File: src/rtl/riscv_imem_arb.sv
// Instruction-memory arbiter: core fetch (read-only) vs loader/debug (R/W with
// byte enables) sharing one single-ported synchronous memory. Round-robin in
// ARB, loader-exclusive in LOCK, one access per cycle, read data 1 cycle later.
module riscv_imem_arb #(
  parameter int XLEN = 32,
  parameter int AW   = 10,
  parameter int BW   = XLEN/8
) (
  input  logic            i_clk,
  input  logic            i_rstn,
  input  logic            i_f_req,
  input  logic [AW-1:0]   i_f_addr,
  output logic            o_f_gnt,
  output logic            o_f_rvalid,
  output logic [XLEN-1:0] o_f_rdata,
  input  logic            i_l_req,
  input  logic            i_l_we,
  input  logic            i_l_lock,
  input  logic [AW-1:0]   i_l_addr,
  input  logic [XLEN-1:0] i_l_wdata,
  input  logic [BW-1:0]   i_l_be,
  output logic            o_l_gnt,
  output logic            o_l_rvalid,
  output logic [XLEN-1:0] o_l_rdata,
  output logic            o_lock,
  output logic [AW:0]     o_l_wcnt,
  output logic            o_mem_cs,
  output logic            o_mem_we,
  output logic [BW-1:0]   o_mem_be,
  output logic [AW-1:0]   o_mem_addr,
  output logic [XLEN-1:0] o_mem_wdata,
  input  logic [XLEN-1:0] i_mem_rdata
);

  typedef enum logic { ARB, LOCK } state_e;
  typedef enum logic { OWN_F, OWN_L } owner_e;

  typedef struct packed {
    logic            cs;
    logic            we;
    logic [BW-1:0]   be;
    logic [AW-1:0]   addr;
    logic [XLEN-1:0] wdata;
  } mem_req_t;

  // Write counter saturates at exactly 2**AW, hence the extra bit.
  localparam logic [AW:0] WCNT_MAX = {1'b1, {AW{1'b0}}};

  state_e      state_q, state_d;
  owner_e      last_q, rsp_owner_q;
  logic        rsp_valid_q;
  logic [AW:0] wcnt_q, wcnt_d;
  logic        f_gnt, l_gnt;
  mem_req_t    mreq;

  // Grant decision and next state; grants are forced low while in reset.
  always_comb begin
    f_gnt   = 1'b0;
    l_gnt   = 1'b0;
    state_d = state_q;
    if (i_rstn) begin
      case (state_q)
        ARB: begin
          if (i_f_req && i_l_req) begin
            f_gnt = (last_q == OWN_L);
            l_gnt = (last_q == OWN_F);
          end else begin
            f_gnt = i_f_req;
            l_gnt = i_l_req;
          end
          if (l_gnt && i_l_lock) state_d = LOCK;
        end
        LOCK: begin
          // Exit cycle is still arbitrated as LOCK: fetch stays blocked.
          l_gnt = i_l_req;
          if (!i_l_lock) state_d = ARB;
        end
        default: state_d = ARB;
      endcase
    end
  end

  // Loader write count: cleared on LOCK entry, then the entry access counts too.
  always_comb begin
    wcnt_d = wcnt_q;
    if (state_q == ARB && state_d == LOCK) wcnt_d = '0;
    if (l_gnt && i_l_we && wcnt_d != WCNT_MAX) wcnt_d = wcnt_d + (AW+1)'(1);
  end

  // Memory drive from the granted request; idle drives all zeros.
  always_comb begin
    mreq = '0;
    if (f_gnt) begin
      mreq.cs    = 1'b1;
      mreq.be    = '1;
      mreq.addr  = i_f_addr;
      mreq.wdata = i_l_wdata;
    end else if (l_gnt) begin
      mreq.cs    = 1'b1;
      mreq.we    = i_l_we;
      mreq.be    = i_l_be;
      mreq.addr  = i_l_addr;
      mreq.wdata = i_l_wdata;
    end
  end

  // State, round-robin pointer, response tracking and write counter.
  always_ff @(posedge i_clk or negedge i_rstn) begin
    if (!i_rstn) begin
      state_q     <= ARB;
      last_q      <= OWN_L;
      rsp_valid_q <= 1'b0;
      rsp_owner_q <= OWN_F;
      wcnt_q      <= '0;
    end else begin
      state_q     <= state_d;
      wcnt_q      <= wcnt_d;
      rsp_valid_q <= f_gnt | (l_gnt & ~i_l_we);
      if (f_gnt) begin
        last_q      <= OWN_F;
        rsp_owner_q <= OWN_F;
      end else if (l_gnt) begin
        last_q      <= OWN_L;
        rsp_owner_q <= OWN_L;
      end
    end
  end

  assign o_f_gnt     = f_gnt;
  assign o_l_gnt     = l_gnt;
  assign o_mem_cs    = mreq.cs;
  assign o_mem_we    = mreq.we;
  assign o_mem_be    = mreq.be;
  assign o_mem_addr  = mreq.addr;
  assign o_mem_wdata = mreq.wdata;

  assign o_lock      = (state_q == LOCK);
  assign o_l_wcnt    = wcnt_q;
  assign o_f_rvalid  = rsp_valid_q && (rsp_owner_q == OWN_F);
  assign o_l_rvalid  = rsp_valid_q && (rsp_owner_q == OWN_L);
  assign o_f_rdata   = o_f_rvalid ? i_mem_rdata : '0;
  assign o_l_rdata   = o_l_rvalid ? i_mem_rdata : '0;

endmodule

File: config.mk
export PLATFORM = sky130hd
export DESIGN_NAME = riscv_imem_arb
export DESIGN_NICKNAME = d
export VERILOG_FILES = /design/src/rtl/riscv_imem_arb.sv
export SDC_FILE = /design/constraint.sdc
export NUM_CORES = 1
export LEC_CHECK = 0
export ABC_AREA = 1
export CAP_MARGIN = 20
export CORE_MARGIN = 5
export CORE_UTILIZATION = 28
export CTS_BUF_LIST = sky130_fd_sc_hd__clkbuf_8
export CTS_CLUSTER_DIAMETER = 200
export DETAILED_ROUTE_END_ITERATION = 10
export HOLD_SLACK_MARGIN = 0.12
export PLACE_DENSITY = 0.83
export SYNTH_ARGS = -nofsm -noshare
export SYNTH_HDL_FRONTEND = slang
export SYNTH_SLANG_ARGS = --single-unit
File: constraint.sdc
create_clock -name i_clk -period 2.6 [get_ports i_clk]
set_clock_uncertainty 0.15 [all_clocks]
set_input_delay 0.52 -clock i_clk [delete_from_list [all_inputs] [get_ports i_clk]]
set_output_delay 0.52 -clock i_clk [all_outputs]
set_load 0.01 [all_outputs]
; Yosys cells after proc, flatten, opt, wreduce, memory -nomap -nowiden
; Cells that the tools add are included.
[totals]
reg_bits = 15
output_inout_bits = 128
wordCells = 43
[op_classes]
n_addsub = 1
n_eq_ne = 1
n_mux = 22
bitwise_logic = 6
n_reduce_logical = 8
[op_table]
columns = op, n
row1 = 2-to-1 mux 32 bit, 2
row2 = 2-to-1 mux 48 bit, 1
row3 = 2-to-1 mux 46 bit, 1
row4 = 2-to-1 mux 11 bit, 2
row5 = 2-to-1 mux 1 bit, 14
row6 = adder 11 x 1 -> 11 bit (second input constant), 1
row7 = != test 11 bit (second input constant), 1
row8 = logical AND 1 bit, 7
row9 = inverter 1 bit, 4
row10 = case mux 1 bit (2 select lines), 2
row11 = nonzero test 2 bit, 1
row12 = bitwise AND 1 bit, 1
row13 = OR 1 bit, 1

; Depth between registers and ports, before layout
; Gate-level depths: netlist of the first run.
[logic_depth]
ltp_word = 13
ltp_mapped = 12
mapped_depth_nobuf = 11

; Least setup slack after synthesis of the first run
; OpenSTA, ideal clock, no wires.
[synth_path]
kind = input -> output
startpoint = input i_f_req
endpoint = output o_mem_wdata[10]
arrival_time_ns = 1.564
setup_slack_ns = 0.366
path_stages = 9
n_path_buf = 2
path_cell_list = inv_1 > nor2_1 > and3_1 > clkbuf_1 > inv_1 > nand2_1 > inv_2 > buf_2 > nor2_1
[synth_between]
elab_chain_cells = 8
word_cells_on_any_way = 11
classes_between = 10 x mux / 1 x reduce/logical
[synth_lines]
columns = element, line_no
row1 = "start, declared", 11  ; input logic i_f_req,
row2 = logical AND 1 bit, 64  ; if (i_f_req && i_l_req) begin
row3 = 2-to-1 mux 1 bit, 64
row4 = 2-to-1 mux 1 bit, 62  ; case (state_q)
row5 = 2-to-1 mux 1 bit, 61  ; if (i_rstn) begin
row6 = case mux 1 bit (2 select lines), 62
row7 = 2-to-1 mux 1 bit, 61
row8 = 2-to-1 mux 48 bit, 98  ; end else if (l_gnt) begin
row9 = 2-to-1 mux 46 bit *, 93  ; if (f_gnt) begin
row10 = "end, declared", 31  ; output logic [XLEN-1:0] o_mem_wdata,
; Mark *: on every way between the ends. The rest lies on a longest branch, timed or not. The select of a mux whose other input is x is not followed.

; Worst setup path after layout of the first run
[layout_path]
startpoint = input i_f_req
endpoint = output o_f_gnt
[layout_between]
elab_chain_cells = 4
[layout_lines]
columns = element, line_no
row1 = logical AND 1 bit, 64
row2 = 2-to-1 mux 1 bit *, 64
row3 = 2-to-1 mux 1 bit *, 62
row4 = 2-to-1 mux 1 bit *, 61
row5 = "end, declared", 13  ; output logic o_f_gnt,
; Mark *: on every way between the ends. The rest lies on a longest branch, timed or not.

==> results.rst, run 1 <==
.. list-table::
   :header-rows: 1

   * - Metric
     - Value
   * - GRT overflow
     - 0
   * - Area share of the largest cell type after synthesis
     - 20.0%
   * - Number of placement rows
     - 30
   * - Maximum number of pins on one net before global-route repair
     - 34
   * - X dimension of the die
     - 93.1 um
   * - Data arrival time of the worst path
     - 1810 ps
   * - Unrepaired setup endpoints after global routing
     - false
   * - Largest incremental delay on the critical path
     - 530 ps
   * - Slowest cell on the critical path
     - sky130_fd_sc_hd__clkdlybuf4s50_1
   * - Pwr dens
     - 317 mW/mm^2
   * - Fraction of the cycle the final worst path needs
     - 95.3%
   * - Detailed-route vias per instance
     - 4.39
   * - Top post-synthesis cells by area
     - sky130_fd_sc_hd__nor2_1, sky130_fd_sc_hd__dfrtp_1, sky130_fd_sc_hd__inv_1, sky130_fd_sc_hd__nand2_1, sky130_fd_sc_hd__nand2_2
   * - Total of warnings raised by yosys
     - 0
   * - Maximum clock insertion buffer count
     - 2
   * - Number of iterations in the first detailed-routing pass
     - 4
   * - Number of hold-slack violations in the final timing report
     - 0
   * - Remaining routing DRC violations
     - 0
   * - Final critical-path setup slack
     - 123 ps
   * - Gpl congestion
     - 0.893
   * - P&R area growth vs syn
     - 122%
   * - Core footprint
     - 0.00676 mm^2
   * - Overall global routing resource usage
     - 22.0%
   * - Number of fill cells
     - 571
   * - Total negative setup slack
     - 0 ps
   * - Clock Latency Late Sink
     - 250 ps
   * - Mapped Nets
     - 462
   * - Total wire length after detailed routing
     - 10,200 um
   * - Total power consumption of the routed design
     - 1.37 mW
   * - Clock input transition at the sequential cells of the worst setup and hold paths
     - 70 ps
   * - Wire length of the first global-routing pass
     - 15,200 um
   * - Cell area after synthesis
     - 0.00193 mm^2
   * - Fraction of final layout cells with drive strength greater than 1
     - 17.5%
   * - Antenna diode count
     - 0
   * - Number of H-tree levels
     - 1
   * - Achievable frequency
     - 404 MHz
   * - Placed wire-length estimate after detailed placement
     - 8400 um
   * - Cell taking the most area after synthesis
     - sky130_fd_sc_hd__nor2_1
   * - Seq/Total Area, Yosys
     - 19.5%
   * - Final-report max-slew violation count
     - 0
   * - Max-capacitance violation count
     - 0
   * - Vias after detailed routing
     - 2,988
   * - Initial core utilization
     - 28.6%
   * - Die H
     - 93.1 um
   * - Post-Layout Cell Count
     - 681
   * - Nature of the critical path startpoint
     - primary input
   * - Die footprint
     - 0.00867 mm^2
   * - Worst Path Class, Setup
     - in -> out
   * - Number of buffers added to fix hold violations after cts
     - 0
   * - LEAKAGE
     - 2.40 nW
   * - Cells along the critical path
     - dlygate4sd2_1 -> inv_1 -> nor2_2 -> and3_4 -> buf_6 -> clkdlybuf4s50_1
   * - Wire per inst
     - 15.0 um
   * - Final setup viols
     - 0
   * - Count of boundary I/O pins
     - 222
   * - Worst Setup End Kind
     - output port
   * - CP max FO
     - 4
   * - Yosys cell types
     - 25
   * - Register bit count reported by yosys
     - 15
   * - Syn_area_per_cell
     - 5.26 um^2
   * - Number of global-route vias before repair
     - 2,894
   * - First-iteration detailed-routing DRC count
     - 84
   * - Initial antenna violation count
     - 0
   * - Post-Syn Instances
     - 368
   * - Number of sinks handled by clock tree synthesis
     - 15
   * - Clock tree from TritonCTS
     - built
   * - Total non-filler cell area in the finished layout
     - 0.00430 mm^2
   * - Root Buffer
     - sky130_fd_sc_hd__clkbuf_8
   * - Cts bufs inserted
     - 3
   * - Rel. slew slack
     - 78.5%
   * - Worst Max-Slew Pin Slew
     - 323 ps
   * - Placed instance count
     - 673
   * - WP data required
     - 1930 ps
   * - Layout Utilization
     - 63.7%
   * - Worst R2R Path Depth
     - 9
   * - Hold_ws
     - 365 ps
   * - Antenna violation net count after detailed routing
     - 0
   * - Number of port buffers
     - 221
   * - Class of the worst hold path
     - in -> async
   * - Result of the run
     - finished clean
   * - Peak VDD IR
     - 0.000312 V
   * - Post-place instance area
     - 0.00432 mm^2
   * - Post-layout net count
     - 696
   * - Worst-case setup slack after placement
     - -581 ps
   * - Minimum clock period after layout
     - 2480 ps
-- registers in the layout, summed over array words and instances, names as in the netlist --
name and count:
rsp_valid_q 1, last_q 1, rsp_owner_q 1, o_lock 1, o_l_wcnt 11
-- where the power goes --
| part | switching [mW] | internal [mW] | leakage (nW) | total (mW) |
|---|---|---|---|---|
| combinational | 0.428 | 0.449 | 2.18 | 0.877 |
| clock | 0.0929 | 0.106 | 0.0255 | 0.199 |
| sequential | 0.0272 | 0.262 | 0.200 | 0.289 |
| total | 0.548 | 0.817 | 2.40 | 1.37 |
-- kinds of logic after synthesis --
logic type	share of synthesized area, %
flip-flops	19.5
AO/OA/AOI/OAI	2.46
AND/OR/NAND/NOR	53.0
buffers and inverters	22.8
XOR/XNOR	2.26
-- critical path: cells and delay by family --
family	cells	cell delay, ps
and+or+nand+nor	2	340
buffers and inverters	4	940
-- area by class of cell --
type / instances / area [um^2] / area share (%)
timing repair buffer: 243 / 2240 / 52.2
multi-input combinational: 246 / 1160 / 27.1
sequential: 15 / 377 / 8.76
inverter: 92 / 359 / 8.35
tap: 80 / 100 / 2.33
clock buffer: 3 / 41.3 / 0.960
timing repair inverter: 1 / 11.3 / 0.262
clock inverter: 1 / 5.00 / 0.116
-- synth_stat cells, drive strengths merged --
cell    instances
dfrtp          14
a21oi           4
dfstp           1
nor2          106
clkinv          1
clkbuf          9
o21ai           4
nand3          16
nand2         105
inv            91
nand4           5
and3            1
xor2            5
buf             6
-- routing by layer --
layer | GRT usage (%) | routed length (um)
met5 | 0 | 0
met2 | 39.8 | 5180
met1 | 26.4 | 3950
met3 | 5.07 | 944
met4 | 4.40 | 170
-- cell usage in the layout, fill, tap and decap left out, types with 2 or more instances in the layout --
master                            instances
sky130_fd_sc_hd__nand2_4                  6
sky130_fd_sc_hd__nand3_1                 15
sky130_fd_sc_hd__buf_4                   19
sky130_fd_sc_hd__buf_12                   2
sky130_fd_sc_hd__clkdlybuf4s50_1        169
sky130_fd_sc_hd__dfrtp_1                 14
sky130_fd_sc_hd__inv_2                    3
sky130_fd_sc_hd__clkdlybuf4s15_2          5
sky130_fd_sc_hd__buf_6                    2
sky130_fd_sc_hd__inv_1                   87
sky130_fd_sc_hd__nor2_4                   4
sky130_fd_sc_hd__o21ai_0                  3
sky130_fd_sc_hd__nand2_2                 14
sky130_fd_sc_hd__dlygate4sd2_1           14
sky130_fd_sc_hd__buf_2                   30
sky130_fd_sc_hd__xor2_1                   5
sky130_fd_sc_hd__nor2_1                  97
sky130_fd_sc_hd__nand2_1                 84
sky130_fd_sc_hd__a21oi_1                  3
sky130_fd_sc_hd__clkinv_2                 2
sky130_fd_sc_hd__nor2_2                   5
sky130_fd_sc_hd__nand4_1                  4
sky130_fd_sc_hd__clkbuf_8                 3
-- path summary, 6_finish.rpt --
check | slack, ps | end | start
hold / removal | 370 | o_l_wcnt[7] | i_rstn
min in group i_clk | 370 | last_q | last_q
setup reg to reg | 680 | o_l_wcnt[4] | last_q
max in group asynchronous | 1750 | o_l_wcnt[6] | i_rstn
hold reg to reg | 370 | last_q | last_q
setup / recovery | 120 | o_f_gnt | i_f_req
-- timing repair --
action,CTS,global route
pin swaps,3,0
hold endpoints to repair,0,0
buffers inserted,3,0
gates cloned,1,0
endpoints found under the setup margin,50,13
gates resized for setup,174,7
No activity file was read; power rests on OpenSTA's default activity.
==> inputs of run 2 (changes only) <==
ABC_AREA = unset   (was 1)
CAP_MARGIN = unset   (was 20)
CORE_MARGIN = 10   (was 5)
CORE_UTILIZATION = 25   (was 28)
==> run 2 against run 1 <==
- power is 5.7% lower
- final area is 6.7% lower
- synthesized cell count is 37% lower
- global-route usage down 4.5 points
- clock power about the same
- critical path depth rose by 1
- largest power group unchanged
- first-iteration DRC count shrank 20%
- sequential share of layout area increased by 0.62 points
- register-to-register slack worse by 180 ps
- fmax fell by 2.2%
- critical endpoint is now o_mem_wdata[21]
==> results.rst, run 2 <==
.. list-table::
   :header-rows: 1

   * - Metric
     - Value
   * - Result of the run
     - finished clean
   * - Number of port buffers
     - 221 (unchanged)
   * - Hold wc startpoint
     - o_l_wcnt[9]
   * - Wire length of the first global-routing pass
     - 14,400 um (-5.3%)
   * - GRT overflow
     - 0 (unchanged)
   * - Total negative setup slack
     - 0 ps (unchanged)
   * - Number of synthesized flops with an enable pin
     - 0 (unchanged)
   * - Worst reg2reg path startpoint
     - last_q
   * - Mapped Nets
     - 327 (-29%)
   * - Number of global-route vias before repair
     - 2,573 (-11%)
   * - Total of warnings raised by yosys
     - 0 (unchanged)
   * - Post-Syn Instances
     - 233 (-37%)
   * - Wire per inst
     - 17.9 um (+19%)
   * - Unrepaired setup endpoints after global routing
     - true
   * - Syn_area_per_cell
     - 6.90 um^2 (+31%)
   * - X dimension of the die
     - 100 um (+7.6%)
   * - Cells along the critical path
     - clkdlybuf4s50_1 -> buf_4 -> o21ai_2 -> inv_2 -> buf_12 -> and2_1 -> clkdlybuf4s15_2
   * - Placed wire-length estimate after detailed placement
     - 8220 um (-2.1%)
   * - Total power consumption of the routed design
     - 1.29 mW (-5.7%)
   * - Number of placement rows
     - 29 (-3.3%)
   * - Remaining routing DRC violations
     - 0 (unchanged)
   * - Cell family with most CP delay
     - buffers and inverters
   * - Number of buffers added to fix hold violations after cts
     - 0 (unchanged)
   * - Yosys cell types
     - 32 (+28%)
   * - Total stage count of the critical path
     - 7 (+1)
   * - Vias after detailed routing
     - 2,459 (-18%)
   * - Antenna diode count
     - 0 (unchanged)
   * - Ranking of synthesized cells by instance count
     - sky130_fd_sc_hd__and2_1, sky130_fd_sc_hd__and3_1, sky130_fd_sc_hd__nand2_1, sky130_fd_sc_hd__nor2_1, sky130_fd_sc_hd__clkbuf_1
   * - First-iteration detailed-routing DRC count
     - 67 (-20%)
   * - Top post-synthesis cells by area
     - sky130_fd_sc_hd__and2_1, sky130_fd_sc_hd__dfrtp_1, sky130_fd_sc_hd__and3_1, sky130_fd_sc_hd__nand2_1, sky130_fd_sc_hd__a21oi_1
   * - Initial core utilization
     - 25.4% (-3.2 points)
   * - Final-report max-slew violation count
     - 0 (unchanged)
   * - Rel. slew slack
     - 77.9% (-0.58 points)
   * - Cts bufs inserted
     - 3 (unchanged)
   * - Register bit count reported by yosys
     - 15 (unchanged)
   * - Root Buffer
     - sky130_fd_sc_hd__clkbuf_8
   * - Die H
     - 100 um (+7.6%)
   * - Capture endpoint of the worst hold path
     - o_l_wcnt[9]
   * - Slowest cell on the critical path
     - sky130_fd_sc_hd__clkdlybuf4s50_1
   * - Total wire length after detailed routing
     - 9700 um (-5.3%)
   * - Minimum clock period after layout
     - 2530 ps (+55.2 ps)
   * - Worst Max-Slew Pin Slew
     - 327 ps (+4.08 ps)
   * - Seq/Total Area, Yosys
     - 23.4% (+4.0 points)
   * - Peak VDD IR
     - 0.000290 V (-7.0%)
   * - Worst Path Class, Setup
     - in -> out
   * - Largest incremental delay on the critical path
     - 430 ps (-100 ps)
   * - Cell area after synthesis
     - 0.00161 mm^2 (-17%)
   * - Number of cells on the worst hold path
     - 2
   * - Area share of the largest cell type after synthesis
     - 25.3% (+5.3 points)
   * - Cell taking the most area after synthesis
     - sky130_fd_sc_hd__and2_1
   * - Core footprint
     - 0.00631 mm^2 (-6.6%)
   * - Clock Latency Late Sink
     - 250 ps (about the same)
   * - Register-to-register path setup slack
     - 500 ps (-180 ps)
   * - Clock tree from TritonCTS
     - built
   * - Maximum number of pins on one net before global-route repair
     - 35 (+2.9%)
   * - Count of boundary I/O pins
     - 222 (unchanged)
   * - Final setup viols
     - 0 (unchanged)
   * - Clock input transition at the sequential cells of the worst setup and hold paths
     - 70 ps (about the same)
   * - Worst Setup End Kind
     - output port
   * - Bufs and invs on worst path
     - 5 (+1)
   * - Fraction of the cycle the final worst path needs
     - 97.4% (+2.1 points)
   * - Achievable frequency
     - 395 MHz (-2.2%)
   * - Async SR Flop Fraction
     - 100% (unchanged)
   * - Overall global routing resource usage
     - 17.4% (-4.5 points)
   * - Post-layout net count
     - 560 (-20%)
   * - Die footprint
     - 0.0100 mm^2 (+16%)
   * - Pwr dens
     - 321 mW/mm^2 (+1.1%)
   * - Number of iterations in the first detailed-routing pass
     - 4 (unchanged)
   * - Maximum clock insertion buffer count
     - 2 (unchanged)
   * - Detailed-route vias per instance
     - 4.54 (+3.4%)
   * - Total non-filler cell area in the finished layout
     - 0.00402 mm^2 (-6.7%)
   * - Data arrival time of the worst path
     - 1860 ps (+50 ps)
   * - Number of H-tree levels
     - 1 (unchanged)
   * - Max-capacitance violation count
     - 0 (unchanged)
   * - Worst reg2reg endpoint
     - o_l_wcnt[10]
   * - Number of fill cells
     - 548 (-4.0%)
   * - Nature of the critical path startpoint
     - primary input
   * - Post-place instance area
     - 0.00406 mm^2 (-5.9%)
   * - Most common cell in the synthesized netlist
     - sky130_fd_sc_hd__and2_1
   * - Number of hold-slack violations in the final timing report
     - 0 (unchanged)
   * - Number of sinks handled by clock tree synthesis
     - 15 (unchanged)
   * - Initial antenna violation count
     - 0 (unchanged)
   * - P&R area growth vs syn
     - 150%
   * - Layout Utilization
     - 63.6% (-0.072 points)
   * - Worst-case setup slack after placement
     - -450 ps (+130 ps)
   * - LEAKAGE
     - 1.80 nW (-25%)
   * - CP max FO
     - 33 (+29)
   * - Gpl congestion
     - 0.899 (+0.69%)
   * - Commonest cells after routing, fill and taps aside
     - sky130_fd_sc_hd__clkdlybuf4s50_1, sky130_fd_sc_hd__and2_1, sky130_fd_sc_hd__and3_1
   * - Class of the worst hold path
     - reg -> reg
   * - Worst R2R Path Depth
     - 6 (-3)
   * - Flip-flop count of the largest register after layout
     - 11 (unchanged)
   * - Commonest non-fill, non-tap cell in the layout
     - sky130_fd_sc_hd__clkdlybuf4s50_1
   * - Antenna violation net count after detailed routing
     - 0 (unchanged)
   * - Top flip-flop cell by instance count after synthesis
     - sky130_fd_sc_hd__dfrtp_1
   * - WP data required
     - 1930 ps (about the same)
   * - Fraction of final layout cells with drive strength greater than 1
     - 15.9% (-1.6 points)
   * - Final critical-path setup slack
     - 68.1 ps (-55.2 ps)
[run 2: cell types whose count changed in the layout (fill, tap and decap cells not counted), moves of 7 or more]
cell,delta
sky130_fd_sc_hd__buf_2,-19
sky130_fd_sc_hd__nor2_1,-79
sky130_fd_sc_hd__xnor2_1,+7
sky130_fd_sc_hd__nand2_1,-58
sky130_fd_sc_hd__clkdlybuf4s15_1,+15
sky130_fd_sc_hd__dlygate4sd2_1,-10
sky130_fd_sc_hd__inv_1,-84
sky130_fd_sc_hd__nand3_1,-12
sky130_fd_sc_hd__and3_1,+32
sky130_fd_sc_hd__and2_1,+65
sky130_fd_sc_hd__clkbuf_2,+15
sky130_fd_sc_hd__nand2_2,-14
[run 2: kinds of logic (layout without fill, tap and decap cells)]
logic type             Yosys count  count (layout)  share of synthesized area, %
AND/OR/NAND/NOR                165             165                          59.0
AO/OA/AOI/OAI                   24              24                          8.41
buffers and inverters           22             254                          5.37
flip-flops                      15              15                          23.4
XOR/XNOR                         7               7                          3.82
[run 2: layout make-up]
class	count	area (um^2)	share of cell area (%)
Clock inverter	1	5.00	0.125
Inverter	5	18.8	0.467
Tap cell	77	96.3	2.40
Sequential cell	15	377	9.38
Clock buffer	3	41.3	1.03
Multi-Input combinational cell	196	1180	29.4
Timing Repair Buffer	245	2300	57.2
[run 2: repair_timing]
item / CTS / global route
pin swaps: 1 / 0
setup buffers: 1 / 0
cloned: 0 / 0
resized for setup: 124 / 25
setup endpoints to repair: 50 / 43
[run 2: where the power goes]
part	internal (mW)	switching, mW	leakage (nW)	total [mW]
Combinational	0.451	0.332	1.58	0.783
Sequential	0.266	0.0439	0.198	0.310
Clock	0.106	0.0893	0.0255	0.196
Total	0.823	0.465	1.80	1.29
[run 2: metrics by stage]
step / std cells / hold slack, ps
3_3_place_gp: 537 / 413
2_1_floorplan: 233 / 74.4
4_1_cts: 542 / 439
5_1_grt: 542 / 482
3_5_place_dp: 537 / 417
6_report: 542 / 427
[run 2: worst max-delay path by stage]
stage / slack [ps] / to / startpoint
final: 70 / o_mem_wdata[21] / i_l_req
after global routing: -7 / o_mem_wdata[21] / i_l_req
after CTS: -10 / o_mem_be[3] / i_f_req
after detailed placement: -450 / o_mem_addr[5] / i_f_req
after global placement: -390 / o_mem_addr[9] / i_f_req
after floorplan: 330 / o_mem_addr[6] / i_f_req
[run 2: routing by layer]
metal / GRT usage [%] / part of all wire [%] / vias to the layer above
met5: 0 / 0 / -
met4: 2.83 / 0.94 / 0
met3: 6.18 / 9.6 / 8
li1: - / - / 1237
met2: 32.1 / 52 / 126
met1: 18.8 / 37 / 1088
[run 2: worst reg2reg max path: stages (launching register included)]
cell                      delay [ps]
sky130_fd_sc_hd__dfstp_2         370
sky130_fd_sc_hd__buf_4           140
sky130_fd_sc_hd__and3b_1         190
sky130_fd_sc_hd__buf_4           180
sky130_fd_sc_hd__or4_4           530
sky130_fd_sc_hd__or3_1           340
sky130_fd_sc_hd__a21oi_2         140
==> inputs of run 3 (changes only) <==
ABC_CLOCK_PERIOD_IN_PS = 2600   (was unset)
CORE_AREA = 10 10 79 81   (was unset)
CORE_MARGIN = unset   (was 10)
CORE_UTILIZATION = unset   (was 25)
DIE_AREA = 0 0 89 91   (was unset)
DONT_BUFFER_PORTS = 1   (was unset)
PLACE_DENSITY = unset   (was 0.83)
REMOVE_ABC_BUFFERS = 1   (was unset)
==> run 3 against run 2 <==
- setup slack gained 100 ps
- critical endpoint is now o_mem_addr[9]
- critical path depth is 1 lower
- power is 32% lower
- global-route usage shrank 0.80 points
- non-clock buffer count down 228
- highest routed layer unchanged
- clock-buffer cell count did not move
- cell count fell by 46%
- via count shrank 29%
- fmax increased by 4.3%
==> results.rst, run 3 (synthesis gave the netlist of run 2 again) <==
.. list-table::
   :header-rows: 1

   * - Metric
     - Value
   * - Detailed-route vias per instance
     - 5.94 (+31%)
   * - Fraction of the cycle the final worst path needs
     - 93.4% (-4.0 points)
   * - Gpl congestion
     - 0.805 (-10%)
   * - Antenna violation net count after detailed routing
     - 0 (unchanged)
   * - Initial antenna violation count
     - 0 (unchanged)
   * - Fraction of final layout cells with drive strength greater than 1
     - 12.6% (-3.3 points)
   * - Comb pwr share
     - 41.2% (-20 points)
   * - Number of hold-slack violations in the final timing report
     - 0 (unchanged)
   * - Max-capacitance violation count
     - 0 (unchanged)
   * - Cts bufs inserted
     - 3 (unchanged)
   * - Count of boundary I/O pins
     - 222 (unchanged)
   * - Met1 wire length
     - 2800 um (-23%)
   * - P&R area growth vs syn
     - 12.5%
   * - Largest incremental delay on the critical path
     - 480 ps (+50 ps)
   * - Clock input transition at the sequential cells of the worst setup and hold paths
     - 60 ps (about the same)
   * - Class of the worst hold path
     - in -> reg
   * - Clock Latency Late Sink
     - 250 ps (about the same)
   * - Met2 Wirelength
     - 3990 um (-21%)
   * - GRT overflow
     - 0 (unchanged)
   * - X dimension of the die
     - 89 um (-11%)
   * - Register-to-register path setup slack
     - 470 ps (-30 ps)
   * - Total power consumption of the routed design
     - 882 uW (-32%)
   * - Antenna diode count
     - 0 (unchanged)
   * - Die H
     - 91 um (-9.1%)
   * - Post-layout net count
     - 333 (-41%)
   * - Remaining routing DRC violations
     - 0 (unchanged)
   * - Worst-case setup slack after placement
     - 398 ps (+848 ps)
   * - Worst Setup End Kind
     - output port
   * - Initial core utilization
     - 34.5% (+9.0 points)
   * - Internal power
     - 494 uW (-40%)
   * - Final critical-path setup slack
     - 173 ps (+105 ps)
   * - First-iteration detailed-routing DRC count
     - 102 (+52%)
   * - Commonest cells after routing, fill and taps aside
     - sky130_fd_sc_hd__and2_1, sky130_fd_sc_hd__and3_1, sky130_fd_sc_hd__nand2_1
   * - Sequential power share
     - 37.3% (+13 points)
   * - Wire length of the first global-routing pass
     - 10,600 um (-27%)
   * - Minimum clock period after layout
     - 2430 ps (-105 ps)
   * - LEAKAGE
     - 0.859 nW (-52%)
   * - Rel. slew slack
     - 55.8% (-22 points)
   * - Nature of the critical path startpoint
     - register
   * - Commonest non-fill, non-tap cell in the layout
     - sky130_fd_sc_hd__and2_1
   * - Number of placement rows
     - 25 (-14%)
   * - Result of the run
     - finished clean
   * - Hold_ws
     - 209 ps (-218 ps)
   * - Placed wire-length estimate after detailed placement
     - 6720 um (-18%)
   * - Final setup viols
     - 0 (unchanged)
   * - Vias after detailed routing
     - 1,735 (-29%)
   * - Overall global routing resource usage
     - 16.6% (-0.80 points)
   * - Clock tree from TritonCTS
     - built
   * - Number of fill cells
     - 474 (-14%)
   * - Number of sinks handled by clock tree synthesis
     - 15 (unchanged)
   * - Cells along the critical path
     - nor2b_1 -> nand3_1 -> clkinvlp_4 -> nand2_1 -> a21oi_1 -> buf_4
   * - Peak VDD IR
     - 0.000331 V (+14%)
   * - Wire length on met3
     - 1020 um (+9.4%)
   * - Max layer used
     - met4
   * - CP max FO
     - 15 (-55%)
   * - Die footprint
     - 0.00810 mm^2 (-19%)
   * - Unrepaired setup endpoints after global routing
     - false
   * - Number of port buffers
     - 0 (-100%)
   * - Root Buffer
     - sky130_fd_sc_hd__clkbuf_8
   * - Maximum clock insertion buffer count
     - 2 (unchanged)
   * - Maximum number of pins on one net before global-route repair
     - 35 (unchanged)
   * - Worst Max-Slew Pin Slew
     - 661 ps (+334 ps)
   * - Post-CTS Setup Bufs
     - 0 (-1)
   * - Worst Path Class, Setup
     - reg -> out
   * - Number of global-route vias before repair
     - 1,616 (-37%)
   * - Number of iterations in the first detailed-routing pass
     - 5 (+1)
   * - Clock share of power
     - 21.5% (+6.3 points)
   * - Data arrival time of the worst path
     - 1760 ps (-100 ps)
   * - Core footprint
     - 0.00466 mm^2 (-26%)
   * - Slowest cell on the critical path
     - sky130_fd_sc_hd__dfrtp_1
   * - Achievable frequency
     - 412 MHz (+4.3%)
   * - Flip-flop count of the largest register after layout
     - 11 (unchanged)
   * - Switching Power
     - 388 uW (-17%)
   * - Number of H-tree levels
     - 1 (unchanged)
   * - Layout Utilization
     - 38.8% (-25 points)
   * - Wire per inst
     - 27.3 um (+52%)
   * - WP data required
     - 1930 ps (about the same)
   * - Final-report max-slew violation count
     - 0 (unchanged)
   * - Pwr dens
     - 488 mW/mm^2 (+52%)
   * - Switching power as a share of total power
     - 44.0% (+7.9 points)
   * - Total wire length after detailed routing
     - 7960 um (-18%)
run 3: final timing paths:
check,start,endpoint,cells after the start
setup / recovery,o_lock,o_mem_addr[9],6
hold / removal,i_rstn,o_lock,1
setup reg to reg,o_lock,o_l_wcnt[10],4
hold reg to reg,last_q,last_q,2
max in group asynchronous,i_rstn,o_l_wcnt[1],1
min in group asynchronous,i_rstn,o_lock,1
run 3: final cells by class:
type / instances / area (um^2) / share of cell area [%]
multi-input combinational: 196 / 1150 / 63.8
tap: 54 / 67.6 / 3.74
sequential: 15 / 377 / 20.8
timing repair buffer: 17 / 130 / 7.20
clock inverter: 1 / 5.00 / 0.277
clock buffer: 3 / 41.3 / 2.28
timing repair inverter: 1 / 7.51 / 0.415
inverter: 5 / 26.3 / 1.45
run 3: repair_timing:
| action | CTS | global route |
|---|---|---|
| hold endpoints to repair | 15 | 0 |
| endpoints found under the setup margin | 0 | 32 |
| hold buffers | 1 | 0 |
| gates resized for setup | 0 | 4 |
run 3: per-stage QoR:
step	setup TNS, ps	instances	area (um^2)
4_1_cts	0	291	1790
3_5_place_dp	0	286	1730
3_3_place_gp	0	286	1730
5_1_grt	0	292	1810
2_1_floorplan	-644	216	1540
6_report	0	292	1810
run 3: worst max-delay path, delay by kind of cell, from the launching register on:
family / cells / cell delay (ps)
AOI/OAI and AO/OA: 1 / 160
DFF: 1 / 480
buffers and inverters: 2 / 400
and+or+nand+nor: 3 / 470
run 3: per-layer routing:
layer | track usage (%) | up-vias
met3 | 5.45 | 14
met2 | 29.5 | 116
met5 | 0 | -
met1 | 18.4 | 824
li1 | - | 781
met4 | 4.11 | 0
run 3: power groups by stage:
stage                     Clock (mW)  Sequential (mW)  Combinational (mW)
final                          0.190            0.329               0.363
after global routing           0.205            0.337               0.400
after CTS                      0.194            0.329               0.361
after detailed placement           0            0.333               0.354
after global placement             0            0.332               0.350
after floorplan                    0            0.336               0.236
